===== src/rtl/hdmi_pkg.sv =====
// Shared encodings for the HDMI period scheduler: TMDS channel modes, preamble
// control words, period lengths and the data-island state type.
package hdmi_pkg;

  localparam logic [2:0] MODE_CONTROL      = 3'd0;
  localparam logic [2:0] MODE_VIDEO        = 3'd1;
  localparam logic [2:0] MODE_VIDEO_GUARD  = 3'd2;
  localparam logic [2:0] MODE_ISLAND       = 3'd3;
  localparam logic [2:0] MODE_ISLAND_GUARD = 3'd4;

  typedef struct packed {
    logic [1:0] ctl1;
    logic [1:0] ctl2;
  } ctl_pair_t;

  localparam ctl_pair_t CTL_NONE       = '{ctl1: 2'b00, ctl2: 2'b00};
  localparam ctl_pair_t CTL_VIDEO_PRE  = '{ctl1: 2'b01, ctl2: 2'b00};
  localparam ctl_pair_t CTL_ISLAND_PRE = '{ctl1: 2'b01, ctl2: 2'b01};

  localparam int PREAMBLE_LEN = 8;
  localparam int GUARD_LEN    = 2;
  localparam int PACKET_LEN   = 32;

  typedef enum logic [2:0] {
    ISL_IDLE,
    ISL_PREAMBLE,
    ISL_LEAD_GUARD,
    ISL_PACKET,
    ISL_TRAIL_GUARD
  } island_state_t;

endpackage


===== src/rtl/hdmi_timing_counter.sv =====
// Raster position counters with registered syncs, plus look-ahead flags for the
// pixel that will be presented on the next clock.
module hdmi_timing_counter #(
  parameter int H_ACTIVE  = 640,
  parameter int H_FRONT   = 16,
  parameter int H_SYNC    = 96,
  parameter int H_BACK    = 48,
  parameter int V_ACTIVE  = 480,
  parameter int V_FRONT   = 10,
  parameter int V_SYNC    = 2,
  parameter int V_BACK    = 33,
  parameter int HSYNC_POL = 0,
  parameter int VSYNC_POL = 0
) (
  input  logic        clk_pixel,
  input  logic        reset,
  output logic [11:0] cx,
  output logic [10:0] cy,
  output logic        hsync,
  output logic        vsync,
  output logic [11:0] next_cx,
  output logic        next_active,
  output logic        next_line_active
);

  localparam logic [11:0] H_LAST   = 12'(H_ACTIVE + H_FRONT + H_SYNC + H_BACK - 1);
  localparam logic [10:0] V_LAST   = 11'(V_ACTIVE + V_FRONT + V_SYNC + V_BACK - 1);
  localparam logic [11:0] HS_FIRST = 12'(H_ACTIVE + H_FRONT);
  localparam logic [11:0] HS_LAST  = 12'(H_ACTIVE + H_FRONT + H_SYNC - 1);
  localparam logic [10:0] VS_FIRST = 11'(V_ACTIVE + V_FRONT);
  localparam logic [10:0] VS_LAST  = 11'(V_ACTIVE + V_FRONT + V_SYNC - 1);
  localparam logic        HS_ON    = 1'(HSYNC_POL);
  localparam logic        VS_ON    = 1'(VSYNC_POL);

  logic [10:0] next_cy;

  always_comb begin
    next_cx = (cx == H_LAST) ? 12'd0 : cx + 12'd1;
    next_cy = cy;
    if (cx == H_LAST) begin
      next_cy = (cy == V_LAST) ? 11'd0 : cy + 11'd1;
    end
    next_active      = (next_cx < 12'(H_ACTIVE)) && (next_cy < 11'(V_ACTIVE));
    // Video preamble belongs to the line before each active line, including the frame's last line.
    next_line_active = (next_cy < 11'(V_ACTIVE - 1)) || (next_cy == V_LAST);
  end

  always_ff @(posedge clk_pixel) begin
    if (reset) begin
      cx    <= 12'(H_ACTIVE);
      cy    <= 11'(V_ACTIVE);
      hsync <= ~HS_ON;
      vsync <= ~VS_ON;
    end else begin
      cx    <= next_cx;
      cy    <= next_cy;
      hsync <= (next_cx >= HS_FIRST && next_cx <= HS_LAST) ? HS_ON : ~HS_ON;
      vsync <= (next_cy >= VS_FIRST && next_cy <= VS_LAST) ? VS_ON : ~VS_ON;
    end
  end

endmodule


===== src/rtl/hdmi_period_scheduler.sv =====
// Per-pixel HDMI period selection: video preamble/guard, data-island FSM and the
// control words for TMDS channels 1 and 2, all registered with the presented pixel.
module hdmi_period_scheduler
  import hdmi_pkg::*;
#(
  parameter int H_ACTIVE    = 640,
  parameter int H_FRONT     = 16,
  parameter int H_SYNC      = 96,
  parameter int H_BACK      = 48,
  parameter int V_ACTIVE    = 480,
  parameter int V_FRONT     = 10,
  parameter int V_SYNC      = 2,
  parameter int V_BACK      = 33,
  parameter int HSYNC_POL   = 0,
  parameter int VSYNC_POL   = 0,
  parameter int MAX_PACKETS = 18,
  parameter int DVI_OUTPUT  = 0
) (
  input  logic          clk_pixel,
  input  logic          reset,
  input  logic          packet_req,
  output logic [11:0]   cx,
  output logic [10:0]   cy,
  output logic          hsync,
  output logic          vsync,
  output logic [2:0]    mode,
  output logic [1:0]    ctl1,
  output logic [1:0]    ctl2,
  output logic          packet_start,
  output logic [4:0]    packet_px,
  output island_state_t island_state
);

  localparam int H_TOTAL = H_ACTIVE + H_FRONT + H_SYNC + H_BACK;
  localparam int H_BLANK = H_TOTAL - H_ACTIVE;
  localparam int N_FIT   = (H_BLANK - 30) / 32;
  localparam int N_MAX   = (N_FIT < MAX_PACKETS) ? N_FIT : MAX_PACKETS;

  localparam bit          ISLANDS_EN   = (N_MAX >= 1) && (DVI_OUTPUT == 0);
  localparam bit          PREAMBLES_EN = (DVI_OUTPUT == 0);
  localparam logic [4:0]  N_MAX_C      = 5'((N_MAX < 1) ? 1 : ((N_MAX > 31) ? 31 : N_MAX));
  localparam logic [11:0] ENTRY_CX     = 12'(H_ACTIVE + 3);
  localparam logic [11:0] VPRE_CX      = 12'(H_TOTAL - 10);
  localparam logic [11:0] VGUARD_CX    = 12'(H_TOTAL - 2);
  localparam logic [4:0]  PRE_LAST     = 5'(PREAMBLE_LEN - 1);
  localparam logic [4:0]  GUARD_LAST   = 5'(GUARD_LEN - 1);
  localparam logic [4:0]  PKT_LAST     = 5'(PACKET_LEN - 1);

  logic [11:0]   next_cx;
  logic          next_active;
  logic          next_line_active;
  island_state_t state, state_n;
  logic [4:0]    phase, phase_n;
  logic [4:0]    pkt_count, pkt_count_n;
  logic [2:0]    mode_n;
  ctl_pair_t     ctl_n;
  logic          start_n;
  logic [4:0]    px_n;

  hdmi_timing_counter #(
    .H_ACTIVE (H_ACTIVE), .H_FRONT (H_FRONT), .H_SYNC (H_SYNC), .H_BACK (H_BACK),
    .V_ACTIVE (V_ACTIVE), .V_FRONT (V_FRONT), .V_SYNC (V_SYNC), .V_BACK (V_BACK),
    .HSYNC_POL(HSYNC_POL), .VSYNC_POL(VSYNC_POL)
  ) u_timing (
    .clk_pixel       (clk_pixel),
    .reset           (reset),
    .cx              (cx),
    .cy              (cy),
    .hsync           (hsync),
    .vsync           (vsync),
    .next_cx         (next_cx),
    .next_active     (next_active),
    .next_line_active(next_line_active)
  );

  assign island_state = state;

  // state/phase/pkt_count describe the presented pixel; the *_n values describe the next one.
  always_comb begin
    state_n     = state;
    phase_n     = phase + 5'd1;
    pkt_count_n = pkt_count;
    case (state)
      ISL_IDLE: begin
        phase_n = 5'd0;
        if (ISLANDS_EN && cx == ENTRY_CX && packet_req) begin
          state_n = ISL_PREAMBLE;
        end
      end
      ISL_PREAMBLE: begin
        if (phase == PRE_LAST) begin
          state_n = ISL_LEAD_GUARD;
          phase_n = 5'd0;
        end
      end
      ISL_LEAD_GUARD: begin
        if (phase == GUARD_LAST) begin
          state_n     = ISL_PACKET;
          phase_n     = 5'd0;
          pkt_count_n = 5'd1;
        end
      end
      ISL_PACKET: begin
        if (phase == PKT_LAST) begin
          phase_n = 5'd0;
          if (packet_req && pkt_count < N_MAX_C) begin
            pkt_count_n = pkt_count + 5'd1;
          end else begin
            state_n = ISL_TRAIL_GUARD;
          end
        end
      end
      ISL_TRAIL_GUARD: begin
        if (phase == GUARD_LAST) begin
          state_n = ISL_IDLE;
          phase_n = 5'd0;
        end
      end
      default: begin
        state_n = ISL_IDLE;
        phase_n = 5'd0;
      end
    endcase

    mode_n  = MODE_CONTROL;
    ctl_n   = CTL_NONE;
    start_n = 1'b0;
    px_n    = 5'd0;
    if (next_active) begin
      mode_n = MODE_VIDEO;
    end else begin
      case (state_n)
        ISL_PREAMBLE:    ctl_n = CTL_ISLAND_PRE;
        ISL_LEAD_GUARD,
        ISL_TRAIL_GUARD: mode_n = MODE_ISLAND_GUARD;
        ISL_PACKET: begin
          mode_n  = MODE_ISLAND;
          start_n = (phase_n == 5'd0);
          px_n    = phase_n;
        end
        default: begin
          if (PREAMBLES_EN && next_line_active) begin
            if (next_cx >= VGUARD_CX) begin
              mode_n = MODE_VIDEO_GUARD;
            end else if (next_cx >= VPRE_CX) begin
              ctl_n = CTL_VIDEO_PRE;
            end
          end
        end
      endcase
    end
  end

  always_ff @(posedge clk_pixel) begin
    if (reset) begin
      state        <= ISL_IDLE;
      phase        <= 5'd0;
      pkt_count    <= 5'd0;
      mode         <= MODE_CONTROL;
      ctl1         <= 2'b00;
      ctl2         <= 2'b00;
      packet_start <= 1'b0;
      packet_px    <= 5'd0;
    end else begin
      state        <= state_n;
      phase        <= phase_n;
      pkt_count    <= pkt_count_n;
      mode         <= mode_n;
      ctl1         <= ctl_n.ctl1;
      ctl2         <= ctl_n.ctl2;
      packet_start <= start_n;
      packet_px    <= px_n;
    end
  end

endmodule


===== config.mk =====
export PLATFORM = sky130hd
export DESIGN_NAME = hdmi_period_scheduler
export DESIGN_NICKNAME = d
export VERILOG_FILES = /design/src/rtl/hdmi_pkg.sv /design/src/rtl/hdmi_timing_counter.sv /design/src/rtl/hdmi_period_scheduler.sv
export SDC_FILE = /design/constraint.sdc
export NUM_CORES = 1
export LEC_CHECK = 0
export CORE_ASPECT_RATIO = 1.2
export CORE_UTILIZATION = 48
export CTS_BUF_LIST = sky130_fd_sc_hd__clkbuf_16
export DETAILED_ROUTE_END_ITERATION = 12
export PLACE_DENSITY = 0.81
export SYNTH_ARGS = -nofsm -noshare
export SYNTH_HDL_FRONTEND = slang
export SYNTH_HIERARCHICAL = 1
export SYNTH_SLANG_ARGS = --single-unit
export TNS_END_PERCENT = 30

===== constraint.sdc =====
create_clock -name clk_pixel -period 2.7 [get_ports clk_pixel]
set_clock_uncertainty 0.05 [all_clocks]
set_input_delay 0.675 -clock clk_pixel [delete_from_list [all_inputs] [get_ports clk_pixel]]
set_output_delay 0.675 -clock clk_pixel [all_outputs]
set_load 0.01 [all_outputs]

Word-level counts from Yosys, hierarchy flattened
Cells that the tools add are included.
{"block": "totals", "inputBits": 3, "reg_bits": 51}
{"block": "op_classes", "n_lt_le_gt_ge": 10, "bitwise_logic": 1, "n_eq_ne": 18, "reduce_logical": 15, "mux": 28, "add_sub_neg": 4}
{"cell": "greater-or-equal comparator 12 x 10 -> 1 bit (second input constant)", "n": 3}
{"cell": "two-way mux 5 bit", "n": 6}
{"cell": "two-way mux 3 bit", "n": 9}
{"cell": "equality test 12 x 10 -> 1 bit (second input constant)", "n": 2}
{"cell": "equality test 11 x 10 -> 1 bit (second input constant)", "n": 2}
{"cell": "less-than comparator 11 x 9 -> 1 bit (second input constant)", "n": 2}
{"cell": "two-way mux 11 bit", "n": 2}
{"cell": "one-hot mux 3 bit (5 select lines)", "n": 1}
{"cell": "one-hot mux 5 bit (3 select lines)", "n": 1}
{"cell": "adder 12 x 1 -> 12 bit (second input constant)", "n": 1}
{"cell": "equality test 3 x 2 -> 1 bit (second input constant)", "n": 4}
{"cell": "less-or-equal comparator 12 x 10 -> 1 bit (second input constant)", "n": 1}
{"cell": "less-than comparator 12 x 10 -> 1 bit (second input constant)", "n": 1}
{"cell": "two-way mux 12 bit", "n": 1}
{"cell": "adder 11 x 1 -> 11 bit (second input constant)", "n": 1}
{"cell": "greater-or-equal comparator 11 x 9 -> 1 bit (second input constant)", "n": 1}
{"cell": "less-or-equal comparator 11 x 9 -> 1 bit (second input constant)", "n": 1}
{"cell": "adder 5 x 1 -> 5 bit (second input constant)", "n": 2}
{"cell": "one-hot mux 5 bit (2 select lines)", "n": 1}
{"cell": "one-hot mux 3 bit (3 select lines)", "n": 1}
{"cell": "equality test 3 x 1 -> 1 bit (second input constant)", "n": 2}
{"cell": "equality test 3 bit (second input constant)", "n": 2}
{"cell": "inequality test 2 bit (second input constant)", "n": 3}
{"cell": "one-hot mux 3 bit (2 select lines)", "n": 1}
{"cell": "other kinds (15)", "n": 25}

Depth between registers and ports, before layout
{"block": "depth", "depth_word": 9, "ltp_mapped": 13}

By module
The synthesis kept the hierarchy.
{"mod": "hdmi_timing_counter", "seq_area_each_um2": 500.5, "instances": 1, "cells_per_inst": 187, "area_each_um2": 1515.2}
{"mod": "hdmi_period_scheduler", "seq_area_each_um2": 480.5, "instances": 1, "cells_per_inst": 131, "area_each_um2": 1247.4}

Worst setup path before layout
OpenSTA, ideal clock, no wires.
{"block": "synth_path", "kind": "register to register", "startpoint": "reg u_timing.cx[0]", "endpoint": "reg ctl1[0]", "arrival_ns": 2.882, "period_less_slack_ns": 3.036, "setup_slack_ns": -0.336, "n_path_buf": 2, "setup_time_ns": 0.103, "t_required_ns": 2.547, "path_stages_with_launch": 14, "cell_sequence": "dfxtp_1 > ha_1 > and4_1 > buf_2 > and4_1 > clkbuf_1 > o21ai_1 > mux2_2 > or2_4 > a41oi_1 > a21o_1 > and3_1 > nand4_1 > a2111oi_2"}
{"block": "synth_between", "elab_cells_between_ends": 26, "classes_between": "add/sub: 1; order compare: 5; eq/ne: 7; mux: 8; reduce/logical: 5"}
{"item": "from (decl)", "line": "hdmi_timing_counter.sv:17", "text": "output logic [11:0] cx,"}
{"item": "from (signal assigned)", "line": "hdmi_timing_counter.sv:50", "text": "cx <= 12'(H_ACTIVE);"}
{"item": "from (signal assigned)", "line": "hdmi_timing_counter.sv:55", "text": "cx <= next_cx;"}
{"item": "equality test 12 x 10 -> 1 bit *", "line": "hdmi_timing_counter.sv:40", "text": "if (cx == H_LAST) begin"}
{"item": "two-way mux 11 bit *", "line": "hdmi_timing_counter.sv:40"}
{"item": "less-than comparator 11 x 9 -> 1 bit or equality test 11 x 10 -> 1 bit (tied branches)", "line": "hdmi_timing_counter.sv:45", "text": "next_line_active = (next_cy < 11'(V_ACTIVE - 1)) || (next_cy == V_LAST);"}
{"item": "logical OR 1 bit *", "line": "hdmi_timing_counter.sv:45"}
{"item": "named net next_line_active", "line": "hdmi_period_scheduler.sv:51", "text": "logic next_line_active;"}
{"item": "two-way mux 3 bit *", "line": "hdmi_period_scheduler.sv:142", "text": "if (PREAMBLES_EN && next_line_active) begin"}
{"item": "one-hot mux 3 bit (2 select lines) *", "line": "hdmi_period_scheduler.sv:132", "text": "case (state_n)"}
{"item": "to (signal assigned)", "line": "hdmi_period_scheduler.sv:169", "text": "ctl1 <= ctl_n.ctl1;"}
{"item": "to (decl)", "line": "hdmi_period_scheduler.sv:27", "text": "output logic [1:0] ctl1,"}
Mark *: on every way through the listed nets, which the timed path passes. The rest lies on a longest branch.
A chain may end at the register's enable or synchronous reset.

Worst setup path in the final report
{"block": "layout_path", "startpoint": "reg u_timing.cy[4]", "endpoint": "reg ctl1[0]"}
{"block": "layout_between", "elab_chain_cells": 7, "elab_cells_between_ends": 12, "classes_between": "add/sub: 1; order compare: 2; eq/ne: 2; mux: 4; reduce/logical: 3"}
{"item": "from (decl)", "line": "hdmi_timing_counter.sv:18", "text": "output logic [10:0] cy,"}
{"item": "from (signal assigned)", "line": "hdmi_timing_counter.sv:51", "text": "cy <= 11'(V_ACTIVE);"}
{"item": "from (signal assigned)", "line": "hdmi_timing_counter.sv:56", "text": "cy <= next_cy;"}
{"item": "adder 11 x 1 -> 11 bit or equality test 11 x 10 -> 1 bit (tied branches)", "line": "hdmi_timing_counter.sv:41", "text": "next_cy = (cy == V_LAST) ? 11'd0 : cy + 11'd1;"}
{"item": "two-way mux 11 bit", "line": "hdmi_timing_counter.sv:41"}
{"item": "two-way mux 11 bit *", "line": "hdmi_timing_counter.sv:40"}
{"item": "less-than comparator 11 x 9 -> 1 bit or equality test 11 x 10 -> 1 bit (tied branches)", "line": "hdmi_timing_counter.sv:45"}
{"item": "logical OR 1 bit *", "line": "hdmi_timing_counter.sv:45"}
{"item": "named net next_line_active", "line": "hdmi_period_scheduler.sv:51"}
{"item": "two-way mux 3 bit *", "line": "hdmi_period_scheduler.sv:142"}
{"item": "one-hot mux 3 bit (2 select lines) *", "line": "hdmi_period_scheduler.sv:132"}
Marked as above.

==> results.py <==
metrics = {
    "power": {
        "p_sw_mw": 0.318,
        "switching_share_pct": 22.3,
        "p_leak_nw": 1.56,
        "p_seq_share_pct": 51.4,
        "clkPwrFrac_pct": 43.4,
        "p_int_mw": 1.11,
        "peakVddDrop_v": 0.000283,
        "powerDensity_nw_per_um2": 375,
        "pwr-share-comb_pct": 5.2,
    },
    "global_routing": {
        "grt_overflow_total": 0,
        "grt_pass1_wl_mm": 11.6,
        "grt_start_max_net_pins": 19,
        "track_usage_pct": 24.1,
        "antenna_found_initial": 0,
        "grt_pass1_vias": 2518,
    },
    "sta": {
        "setup_tns_ns": -0.179,
        "setup_viol": 3,
        "post-route-period-util_pct": 105,
        "maxSlewHeadroom_pct": 58.3,
        "finalHoldWorstSlack_ns": 0.424,
        "worstMarginPinSlew_ns": 0.620,
        "report.final.slew_viol_count": 0,
        "max_freq_mhz": 352,
        "hold_violations": 0,
        "setup_ws_ns": -0.143,
        "layout_min_cycle_time_ns": 2.84,
        "grt_setup_unrepaired": "true",
    },
    "worst_setup_path": {
        "cp_top_family": "simple AND/OR/NAND/NOR gates",
        "crit_type": "flop to flop",
        "slowest_stage": "or4_4",
        "worstSetupStartpointType": "flop",
        "arrival_ns": 2.98,
        "cp-end-kind": "flop",
        "path_max_fanout": 6,
        "path_buf_inv": 1,
        "slowest_delay_ns": 0.53,
        "required_ns": 2.84,
        "path_cells": "or4_4 -> nor4b_4 -> buf_4 -> nor2_1 -> a31oi_1 -> o31ai_2 -> a41oi_2 -> a21o_1 -> and3_4 -> nand4_1 -> a2111oi_2",
    },
    "yosys": {
        "syn-instance-count": 317,
        "synth.cell_area_um2": 2760,
        "syn_area_per_cell_um2": 8.70,
        "yosysWarnings": 6,
    },
    "placed_design": {
        "io_buffers": 41,
        "dpl.hpwl_mm": 5.36,
        "gp_congestion": 0.928,
        "place_ws_ns": -0.143,
        "dpl_cell_area_um2": 3590,
    },
    "die": {
        "io_pins": 44,
        "fp-row-count": 29,
        "die_w_um": 71.2,
        "initial_utilization_pct": 51.0,
        "die-area_um2": 6060,
        "die_h_um": 85.1,
        "core_um2": 5410,
    },
    "status": {
        "violations": "design-rule violations, negative setup slack",
        "status": "complete, but fails checks",
    },
    "clock_network": {
        "cts_buffer_depth": 2,
        "numCtsBuffers": 5,
        "h-tree-depth": 2,
        "cts_tree": "built",
        "clock_sinks": 49,
        "cts_hold_buf": 0,
        "cts_root_buf": "clkbuf_16",
        "cts.clk_slew.worst_paths_ns": 0.07,
        "clk_latency_ns": 0.29,
    },
    "layout": {
        "drive_gt1_share_pct": 25.4,
        "fin_area_um2": 3810,
        "num_antenna_cells": 0,
        "layout_common_cells": "buf_4, dfxtp_1, clkdlybuf4s50_1",
        "fin_nets": 416,
        "layout_commonest_cell": "buf_4",
        "area_delta_synth_final_pct": 38.0,
    },
    "drt": {
        "drc": 3,
        "vias": 2650,
        "ant_nets": 0,
        "firstDrtPassIters": 9,
        "drt_wl_total_mm": 7.04,
        "drt_iter0_markers": 173,
        "drt-wirelength-per-cell_um": 15.0,
        "viasPerCell": 5.66,
    },
    "job": {
        "maxCapViolCount": 0,
    },
    "min_path": {
        "hold_class": "flop to flop",
    },
}
## flip-flops by register name, indices dropped and copies added (netlist names), 3 cells and up
register	count
mode	3
island_state	3
u_timing/cx	12
phase	5
u_timing/cy	11
pkt_count	5
packet_px	5
## routing by layer
layer | share of wire [%] | GRT usage [%] | up-vias
li1 | - | - | 1312
met1 | 44 | 30.3 | 1247
met2 | 51 | 41.5 | 84
met3 | 4.4 | 3.92 | 7
met4 | 1.1 | 8.55 | 0
met5 | 0 | 0 | -
## worst reg2reg max path, delay by kind of cell (launching register included)
kind | cells | cell delay, ns
buffers and inverters | 1 | 0.21
and+or+nand+nor | 5 | 1.21
AOI/OAI and AO/OA | 5 | 0.96
DFF | 1 | 0.32
## final cells by class
type / count / area [um2]
Fill cell: 422 / 1600
Tap cell: 62 / 77.6
Clock inverter: 3 / 21.3
Multi-Input combinational cell: 239 / 1730
Sequential cell: 49 / 982
Inverter: 16 / 60.1
Timing Repair Buffer: 94 / 812
Clock buffer: 5 / 125
## power groups by stage
stage | Clock [mW] | Sequential, mW | Combinational [mW]
after global routing | 0.660 | 0.733 | 0.0820
after CTS | 0.632 | 0.733 | 0.0748
final | 0.619 | 0.733 | 0.0749
after detailed placement | 0 | 0.749 | 0.0740
after global placement | 0 | 0.749 | 0.0728
after floorplan | 0 | 0.753 | 0.0392
## what timing repair did
| action | 4_1_cts | 5_1_grt |
|---|---|---|
| endpoints found under the setup margin | 11 | 11 |
| gates cloned | 0 | 0 |
| pin swaps | 5 | 5 |
| buffers inserted | 0 | 2 |
| gates resized for setup | 6 | 10 |
## through the flow
stage / total power, mW / instances / utilization, %
floorplan: 0.792 / 318 / -
global placement: 0.822 / 458 / 66.4
detailed placement: 0.823 / 458 / 66.4
CTS: 1.44 / 466 / 69.5
global route: 1.48 / 468 / 70.4
finish: 1.43 / 468 / 70.4
## worst paths after layout
path	from	to	slack, ns	cells after the start
min	pkt_count[3]	pkt_count[3]	0.42	1
min reg2reg	pkt_count[3]	pkt_count[3]	0.42	1
max	u_timing/cy[4]	ctl1[0]	-0.14	11
max reg2reg	u_timing/cy[4]	ctl1[0]	-0.14	11
Power figures use the tool's default switching activity.
